`src/rtl/decode_npc_pipe.sv`:
```
// Decode-stage next-PC unit: resolves branches/jumps from forwarded operands,
// extends immediates, and holds the D/E pipeline register plus perf counters.
module decode_npc_pipe #(
  parameter int XLEN       = 32,
  parameter int DELAY_SLOT = 1,
  parameter int CNT_W      = 16
) (
  input  logic              clk,
  input  logic              reset,
  input  logic              stall,
  input  logic              e_flush,
  input  logic [XLEN-1:0]   f_pc,
  input  logic [XLEN-1:0]   d_pc,
  input  logic [31:0]       d_ins,
  input  logic [XLEN-1:0]   d_rs_fw,
  input  logic [XLEN-1:0]   d_rt_fw,
  output logic [4:0]        d_rs,
  output logic [4:0]        d_rt,
  output logic              d_branch_true,
  output logic [XLEN-1:0]   npc,
  output logic              f_flush,
  output logic [XLEN-1:0]   e_pc,
  output logic [31:0]       e_ins,
  output logic [XLEN-1:0]   e_rs_data,
  output logic [XLEN-1:0]   e_rt_data,
  output logic [XLEN-1:0]   e_ext,
  output logic [XLEN-1:0]   e_link,
  output logic              e_branch_true,
  output logic [CNT_W-1:0]  taken_cnt,
  output logic [CNT_W-1:0]  stall_cnt
);

  localparam logic [XLEN-1:0] LINK_OFS = (DELAY_SLOT != 0) ? XLEN'(8) : XLEN'(4);

  logic [5:0]      op_s;
  logic [5:0]      fn_s;
  logic [4:0]      rt_field_s;
  logic [15:0]     imm_s;
  logic [XLEN-1:0] sext_imm_s;
  logic [XLEN-1:0] br_target_s;
  logic [XLEN-1:0] j_target_s;
  logic [XLEN-1:0] target_s;
  logic [XLEN-1:0] ext_s;
  logic [XLEN-1:0] link_s;
  logic            rs_eq_s;
  logic            rs_neg_s;
  logic            rs_zero_s;
  logic            is_branch_s;
  logic            is_jump_s;
  logic            cond_s;
  logic            redirect_s;

  logic [XLEN-1:0]  e_pc_d, e_pc_q;
  logic [31:0]      e_ins_d, e_ins_q;
  logic [XLEN-1:0]  e_rs_d, e_rs_q;
  logic [XLEN-1:0]  e_rt_d, e_rt_q;
  logic [XLEN-1:0]  e_ext_d, e_ext_q;
  logic [XLEN-1:0]  e_link_d, e_link_q;
  logic             e_bt_d, e_bt_q;
  logic [CNT_W-1:0] taken_cnt_d, taken_cnt_q;
  logic [CNT_W-1:0] stall_cnt_d, stall_cnt_q;

  assign op_s        = d_ins[31:26];
  assign fn_s        = d_ins[5:0];
  assign rt_field_s  = d_ins[20:16];
  assign imm_s       = d_ins[15:0];
  assign d_rs        = d_ins[25:21];
  assign d_rt        = d_ins[20:16];
  assign sext_imm_s  = {{(XLEN-16){imm_s[15]}}, imm_s};
  assign br_target_s = d_pc + XLEN'(4) + {sext_imm_s[XLEN-3:0], 2'b00};
  assign j_target_s  = {d_pc[XLEN-1:28], d_ins[25:0], 2'b00};
  assign link_s      = d_pc + LINK_OFS;

  // Signed compares against zero only need the sign bit and a zero test.
  assign rs_eq_s   = (d_rs_fw == d_rt_fw);
  assign rs_neg_s  = d_rs_fw[XLEN-1];
  assign rs_zero_s = (d_rs_fw == '0);

  // Instruction class, branch condition and redirect target
  always_comb begin
    is_branch_s = 1'b0;
    is_jump_s   = 1'b0;
    cond_s      = 1'b0;
    target_s    = br_target_s;
    case (op_s)
      6'b000100: begin is_branch_s = 1'b1; cond_s = rs_eq_s; end
      6'b000101: begin is_branch_s = 1'b1; cond_s = !rs_eq_s; end
      6'b000110: begin is_branch_s = 1'b1; cond_s = rs_neg_s || rs_zero_s; end
      6'b000111: begin is_branch_s = 1'b1; cond_s = !rs_neg_s && !rs_zero_s; end
      6'b000001: begin
        if (rt_field_s == 5'b00000) begin
          is_branch_s = 1'b1;
          cond_s      = rs_neg_s;
        end else if (rt_field_s == 5'b00001) begin
          is_branch_s = 1'b1;
          cond_s      = !rs_neg_s;
        end else begin
          is_branch_s = 1'b0;
        end
      end
      6'b000010, 6'b000011: begin
        is_jump_s = 1'b1;
        target_s  = j_target_s;
      end
      6'b000000: begin
        if (fn_s == 6'b001000 || fn_s == 6'b001001) begin
          is_jump_s = 1'b1;
          target_s  = d_rs_fw;
        end else begin
          is_jump_s = 1'b0;
        end
      end
      default: begin
        is_branch_s = 1'b0;
      end
    endcase
  end

  assign d_branch_true = is_branch_s && cond_s;
  assign redirect_s    = !stall && (d_branch_true || is_jump_s);
  assign f_flush       = (DELAY_SLOT == 0) ? redirect_s : 1'b0;

  // Next fetch PC selection
  always_comb begin
    npc = f_pc + XLEN'(4);
    if (stall) begin
      npc = f_pc;
    end else if (redirect_s) begin
      npc = target_s;
    end else begin
      npc = f_pc + XLEN'(4);
    end
  end

  // Immediate extension
  always_comb begin
    ext_s = sext_imm_s;
    case (op_s)
      6'b001100, 6'b001101, 6'b001110: ext_s = {{(XLEN-16){1'b0}}, imm_s};
      6'b001111:                       ext_s = {sext_imm_s[XLEN-17:0], 16'h0000};
      default:                         ext_s = sext_imm_s;
    endcase
  end

  // D/E register next state (bubble on flush or stall) and saturating counters
  always_comb begin
    e_pc_d   = d_pc;
    e_ins_d  = d_ins;
    e_rs_d   = d_rs_fw;
    e_rt_d   = d_rt_fw;
    e_ext_d  = ext_s;
    e_link_d = link_s;
    e_bt_d   = d_branch_true;
    if (e_flush || stall) begin
      e_pc_d   = '0;
      e_ins_d  = 32'h0000_0000;
      e_rs_d   = '0;
      e_rt_d   = '0;
      e_ext_d  = '0;
      e_link_d = '0;
      e_bt_d   = 1'b0;
    end else begin
      e_bt_d   = d_branch_true;
    end
    taken_cnt_d = taken_cnt_q;
    if (redirect_s && (taken_cnt_q != '1)) begin
      taken_cnt_d = taken_cnt_q + CNT_W'(1);
    end else begin
      taken_cnt_d = taken_cnt_q;
    end
    stall_cnt_d = stall_cnt_q;
    if (stall && (stall_cnt_q != '1)) begin
      stall_cnt_d = stall_cnt_q + CNT_W'(1);
    end else begin
      stall_cnt_d = stall_cnt_q;
    end
  end

  // State registers with synchronous reset
  always_ff @(posedge clk) begin
    if (reset) begin
      e_pc_q      <= '0;
      e_ins_q     <= 32'h0000_0000;
      e_rs_q      <= '0;
      e_rt_q      <= '0;
      e_ext_q     <= '0;
      e_link_q    <= '0;
      e_bt_q      <= 1'b0;
      taken_cnt_q <= '0;
      stall_cnt_q <= '0;
    end else begin
      e_pc_q      <= e_pc_d;
      e_ins_q     <= e_ins_d;
      e_rs_q      <= e_rs_d;
      e_rt_q      <= e_rt_d;
      e_ext_q     <= e_ext_d;
      e_link_q    <= e_link_d;
      e_bt_q      <= e_bt_d;
      taken_cnt_q <= taken_cnt_d;
      stall_cnt_q <= stall_cnt_d;
    end
  end

  assign e_pc          = e_pc_q;
  assign e_ins         = e_ins_q;
  assign e_rs_data     = e_rs_q;
  assign e_rt_data     = e_rt_q;
  assign e_ext         = e_ext_q;
  assign e_link        = e_link_q;
  assign e_branch_true = e_bt_q;
  assign taken_cnt     = taken_cnt_q;
  assign stall_cnt     = stall_cnt_q;

endmodule

```
`config.mk`:
```
export PLATFORM = sky130hd
export DESIGN_NAME = decode_npc_pipe
export DESIGN_NICKNAME = d
export VERILOG_FILES = /design/src/rtl/decode_npc_pipe.sv
export SDC_FILE = /design/constraint.sdc
export NUM_CORES = 1
export LEC_CHECK = 0
export CAP_MARGIN = 20
export CORE_AREA = 2 2 166 168
export DETAILED_ROUTE_END_ITERATION = 10
export DIE_AREA = 0 0 168 170
export GPL_TIMING_DRIVEN = 0
export PLACE_DENSITY = 0.88
export REMOVE_ABC_BUFFERS = 1
export SYNTH_ARGS = -nofsm -noshare
export SYNTH_HDL_FRONTEND = slang
export SYNTH_SLANG_ARGS = --single-unit
```
`constraint.sdc`:
```
create_clock -name clk -period 3.7 [get_ports clk]
set_clock_uncertainty 0.15 [all_clocks]
set_input_delay 0.37 -clock clk [delete_from_list [all_inputs] [get_ports clk]]
set_output_delay 0.37 -clock clk [all_outputs]
set_load 0.02 [all_outputs]
```
Yosys cells after proc, flatten, opt, wreduce, memory -nomap -nowiden
Index checks and enable logic that the tools add are counted.
{ "word_totals": {"inputBits": 164, "wordCells": 65, "regBits": 225, "output_inout_bits": 269} }
{ "op_classes": {"mux": 13, "eq_ne": 17, "n_reduce_logical": 20, "n_addsub": 6} }
{ "ops": {"columns": ["operator", "count"], "rows": [
  ["32-bit one-hot mux with 2 select lines", 2],
  ["32-bit 2-to-1 mux", 3],
  ["32-bit by 3-bit adder with 32-bit output (second input constant)", 2],
  ["6-bit by 4-bit equality test with 1-bit output (second input constant)", 6],
  ["16-bit by 1-bit adder with 16-bit output (second input constant)", 2],
  ["32-bit adder", 1],
  ["32-bit by 4-bit adder with 32-bit output (second input constant)", 1],
  ["32-bit equality test", 1],
  ["32-bit logical NOT", 1],
  ["16-bit inequality test (second input constant)", 2],
  ["6-bit by 3-bit equality test with 1-bit output (second input constant)", 4],
  ["6-bit by 2-bit equality test with 1-bit output (second input constant)", 2],
  ["6-bit by 1-bit equality test with 1-bit output (second input constant)", 1],
  ["6-bit logical NOT", 1],
  ["5-bit by 1-bit equality test with 1-bit output (second input constant)", 1],
  ["1-bit logical AND", 5],
  ["5-bit logical NOT", 1],
  ["1-bit 2-to-1 mux", 5],
  ["1-bit one-hot mux with 5 select lines", 1],
  ["1-bit logical NOT", 4],
  ["1-bit logical OR", 4],
  ["1-bit one-hot mux with 2 select lines", 2],
  ["2-bit OR reduction", 2],
  ["4-bit OR reduction", 1],
  ["3-bit OR reduction", 1]
]} }

Logic depth before layout (Yosys ltp)
{ "logic_depth": {"word_depth": 9, "mapped_depth": 14, "depth_no_buf": 14} }

Worst setup path before layout
OpenSTA, ideal clock, no wires.
{ "synth_timing": {"kind": "input port to output port", "start": "input d_pc[3]", "end": "output npc[25]", "path_stages": 12, "t_arrival_ps": 3238, "required_time_ps": 3180, "slack_ps": -58, "path_buffers": 0, "cell_sequence": "ha_1 ha_1 inv_1 fa_1 nor2b_1 o31a_1 o211ai_1 a2111oi_0 o21ai_0 a21oi_1 o21ai_0 a211oi_1"} }
{ "synth_between": {"elab_chain_cells": 6} }
{ "synth_rtl": {"columns": ["element", "line_no", "rtl"], "rows": [
  ["from (decl)", "13", "input logic [XLEN-1:0] d_pc,"],
  ["32-bit by 3-bit adder with 32-bit output (*)", "70", "assign br_target_s = d_pc + XLEN'(4) + {sext_imm_s[XLEN-3:0], 2'b00};"],
  ["32-bit adder (*)", "70", null],
  ["32-bit 2-to-1 mux", "106", "if (fn_s == 6'b001000 || fn_s == 6'b001001) begin"],
  ["32-bit one-hot mux with 2 select lines (*)", "85", "case (op_s)"],
  ["32-bit 2-to-1 mux (*)", "128", "end else if (redirect_s) begin"],
  ["32-bit 2-to-1 mux (*)", "126", "if (stall) begin"],
  ["to (decl)", "20", "output logic [XLEN-1:0] npc,"]
]} }
Every way passes the cells marked *; elsewhere a longest branch is shown, timed or not.

Worst setup path after layout
{ "layout_timing": {"start": "input d_pc[3]", "end": "output npc[31]"} }
The elaborated chain is that of the path after synthesis.

==> impl_metrics.tcl <==
set metrics [dict create \
    worst-path-max-fanout 4 \
    via_count 12000 \
    fp.dieH_um 170 \
    dp_cells 2009 \
    path_class "in -> out" \
    switching_power_mw 1.82 \
    required_ns 3.18 \
    cp-end-kind "primary output" \
    postRouteAntennaNets 0 \
    routed_wl_um 46500 \
    vias_per_cell 5.69 \
    hold_viol_final 6 \
    grtUsageTotal_pct 30.6 \
    synth_top_family_by_area "simple AND/OR/NAND/NOR gates" \
    critPathTopFamily "compound AO/OA/AOI/OAI gates" \
    ys_warn_count 0 \
    r2r_cells 8 \
    setup_ws_ns -0.106 \
    postLayoutCoreUtil_pct 67.5 \
    final_layout_size_suffix_gt1_share_pct 18.2 \
    synthTopCellsByArea "dfxtp_1 (40%), ha_1 (6.8%), and2_1 (6.5%)" \
    hp-class "in -> reg" \
    ys.flop_type "dfxtp_1" \
    yosys.area.top_type "dfxtp_1" \
    min_path_cells 2 \
    violations "hold timing, setup timing" \
    grt-ovfl-total 0 \
    dr.pass1.iters 7 \
    maxCapViolCount 0 \
    cts_tree "built" \
    muxShareOfSynthArea_pct 1.70 \
    wl_per_cell_um 22.0 \
    grt_pass1_wl_um 68600 \
    cp_slowest_stage_delay_ns 0.45 \
    grt_pass1_vias 11800 \
    routabilityCongestion 0.943 \
    holdWs_ns -0.0115 \
    fin_crit_ns 3.81 \
    r2r_setup_slack_ns 0.59 \
    stdcell_count 2113 \
    reg2reg_to "taken_cnt[13]$_SDFFE_PP0P_" \
    drc 0 \
    syn_inst 1294 \
    clk_latency_ns 0.53 \
    fmax_mhz 263 \
    rows 60 \
    vdd_ir_drop_max_uv 290 \
    io_pins 433 \
    async_flop_share_pct 0 \
    leakage_nw 7.36 \
    syn2layout_area_growth_pct 60.0 \
    synth_fa_ha_area_share_pct 6.96 \
    synth_xor_area_share_pct 7.46 \
    min_to "e_rt_data[5]$_SDFF_PP0_" \
    maxSlewHeadroom_pct 30.6 \
    initial_core_util_pct 42.2 \
    finalSetupViolCount 3 \
    grt_max_degree 49 \
    synth_top_area_share_pct 39.5 \
    fillCellCount 1957 \
    clockPowerShare_pct 35.2 \
    ys_seq_elements 222 \
    portBuffers 431 \
    hpwl_um 34400 \
    root_buffer "clkbuf_16" \
    crit_path_top_delay_cell "a2111oi_4" \
    fin_crit_sh_pct 103 \
    cts_made_buffers 23 \
    r2r_start "taken_cnt[3]$_SDFFE_PP0P_" \
    path_buf_inv 4 \
    tightest_slew_ns 1.04 \
    clockBufferDepth 3 \
    switching_share_pct 29.3 \
    fp.dieArea_um2 28600 \
    synth_cell_types 76 \
    synth_compound_area_share_pct 15.8 \
    fin_nets 1981 \
    critPathLaunchType "input pin" \
    antenna_found_initial 6 \
    synth_area_um2 11300 \
    p_per_area_nw_per_um2 346 \
    layout_commonest_cell "clkdlybuf4s50_1" \
    p_int_mw 4.41 \
    hold_start "d_rt_fw[5]" \
    cts_max_level 1 \
    coreArea_um2 26700 \
    dieWidth_um 168 \
    crit_path_cell_trace "buf_12, ha_4, ha_4, inv_2, fa_2, nor2b_2, o31a_1, o211ai_1, buf_4, a2111oi_4, o21ai_2, a211oi_2, mux2i_1, a31oi_1, buf_4" \
    synth_edf_count 0 \
    p_comb_share_pct 25.3 \
    seqPwrFrac_pct 39.6 \
    synth_area_per_cell_um2 8.69 \
    clk_pin_slew_worst_paths_ns 0.06 \
    clkSinkCount 222 \
    most-common-layout-cells "clkdlybuf4s50_1 (293), dfxtp_1 (222), and2_1 (116)" \
    worstPathArrival_ns 3.29 \
    yosysSeqAreaShare_pct 39.5 \
    rsz0062_at_grt "yes" \
    drt_first_iter_violations 952 \
    status "finished, violations left" \
    yosys.area_share.simple_pct 24.0 \
    finalMaxSlewViolations 0 \
]
-- worst max-delay path by stage --
| stage | start | end | slack (ns) | cells after the start |
|---|---|---|---|---|
| global placement | stall | e_ext[22]$_SDFF_PP0_ | -8.00 | 4 |
| finish | d_pc[3] | npc[31] | -0.11 | 15 |
| CTS | d_pc[3] | npc[31] | -0.03 | 15 |
| global route | d_pc[3] | npc[31] | -0.23 | 15 |
| detailed placement | d_ins[27] | npc[21] | -2.26 | 9 |
| floorplan | stall | e_ext[16]$_SDFF_PP0_ | -2.12 | 5 |
-- metal layers --
metal  vias up  wire (um)  GRT usage, %
li1       5521          -             -
met1      5701      17500          36.2
met2       675      22600          53.4
met3       117       4370          7.05
met4         0       1990          13.4
met5         -          0             0
-- per-stage QoR --
step / TNS [ns] / setup WS [ns] / hold slack, ns / power (mW) / instance area, um^2
6_report: -0.238 / -0.106 / -0.0115 / 6.24 / 18000
5_1_grt: -1.34 / -0.228 / -0.0141 / 6.47 / 18000
4_1_cts: -0.0326 / -0.0259 / 0.0214 / 6.15 / 17500
3_5_place_dp: -69.03 / -2.26 / 0.349 / 3.85 / 15800
3_3_place_gp: -1224.20 / -8.00 / 0.337 / 3.82 / 15700
2_1_floorplan: -267.87 / -2.12 / 0.289 / 3.18 / 10900
-- timing repair --
action / 4_1_cts / 5_1_grt
gates cloned: 3 / 0
buffers inserted: 30 / 19
gates resized for setup: 378 / 172
pin swaps: 53 / 53
hold buffers: 4 / 5
endpoints found under the setup margin: 46 / 33
endpoints found under the hold margin: 5 / 5
-- cell usage after synthesis (all sizes together), types with 10 or more instances --
cell / count
a21oi: 55
or3: 10
xnor2: 58
inv: 47
ha: 61
a221oi: 12
xor2: 37
a21o: 16
nor2: 120
nor4: 22
nor2b: 13
nand2: 80
and3: 26
o21ai: 60
o21a: 10
a211oi: 16
nand4: 30
o22ai: 16
clkbuf: 42
a31oi: 12
and2: 117
nand3: 47
nor3: 22
dfxtp: 222
buf: 25
-- cells by family after synthesis --
kind of cell / after synthesis
flip-flops: 222
other: 1
XOR/XNOR: 95
multiplexers: 18
adder cells (fa/ha/maj): 62
buffers and inverters: 115
AO/OA/AOI/OAI: 266
AND/OR/NAND/NOR: 515
-- area by class of cell --
cell class | count | area, um^2 | share of cell area (%)
Sequential cell | 222 | 4440 | 24.7
Clock buffer | 28 | 614 | 3.41
Tap cell | 341 | 427 | 2.37
Timing Repair Buffer | 501 | 4820 | 26.8
Inverter | 48 | 184 | 1.02
Multi-Input combinational cell | 959 | 7420 | 41.2
Clock inverter | 8 | 78.8 | 0.438
Antenna cell | 6 | 15.0 | 0.0834
-- state kept, by name, indices dropped and copies added (netlist names) --
| register | flops |
|---|---|
| e_rs_data | 32 |
| e_rt_data | 32 |
| taken_cnt | 16 |
| e_branch_true | 1 |
| stall_cnt | 16 |
| e_pc | 32 |
| e_link | 29 |
| e_ext | 32 |
| e_ins | 32 |
-- power groups by stage --
stage          logic, mW  clock network [mW]  registers [mW]
2_1_floorplan      0.587                   0            2.59
3_3_place_gp        1.31                   0            2.52
3_5_place_dp        1.33                   0            2.52
4_1_cts             1.47                2.21            2.47
5_1_grt             1.68                2.32            2.47
6_report            1.58                2.19            2.47
Note: power is estimated with default switching activity, not from simulation.
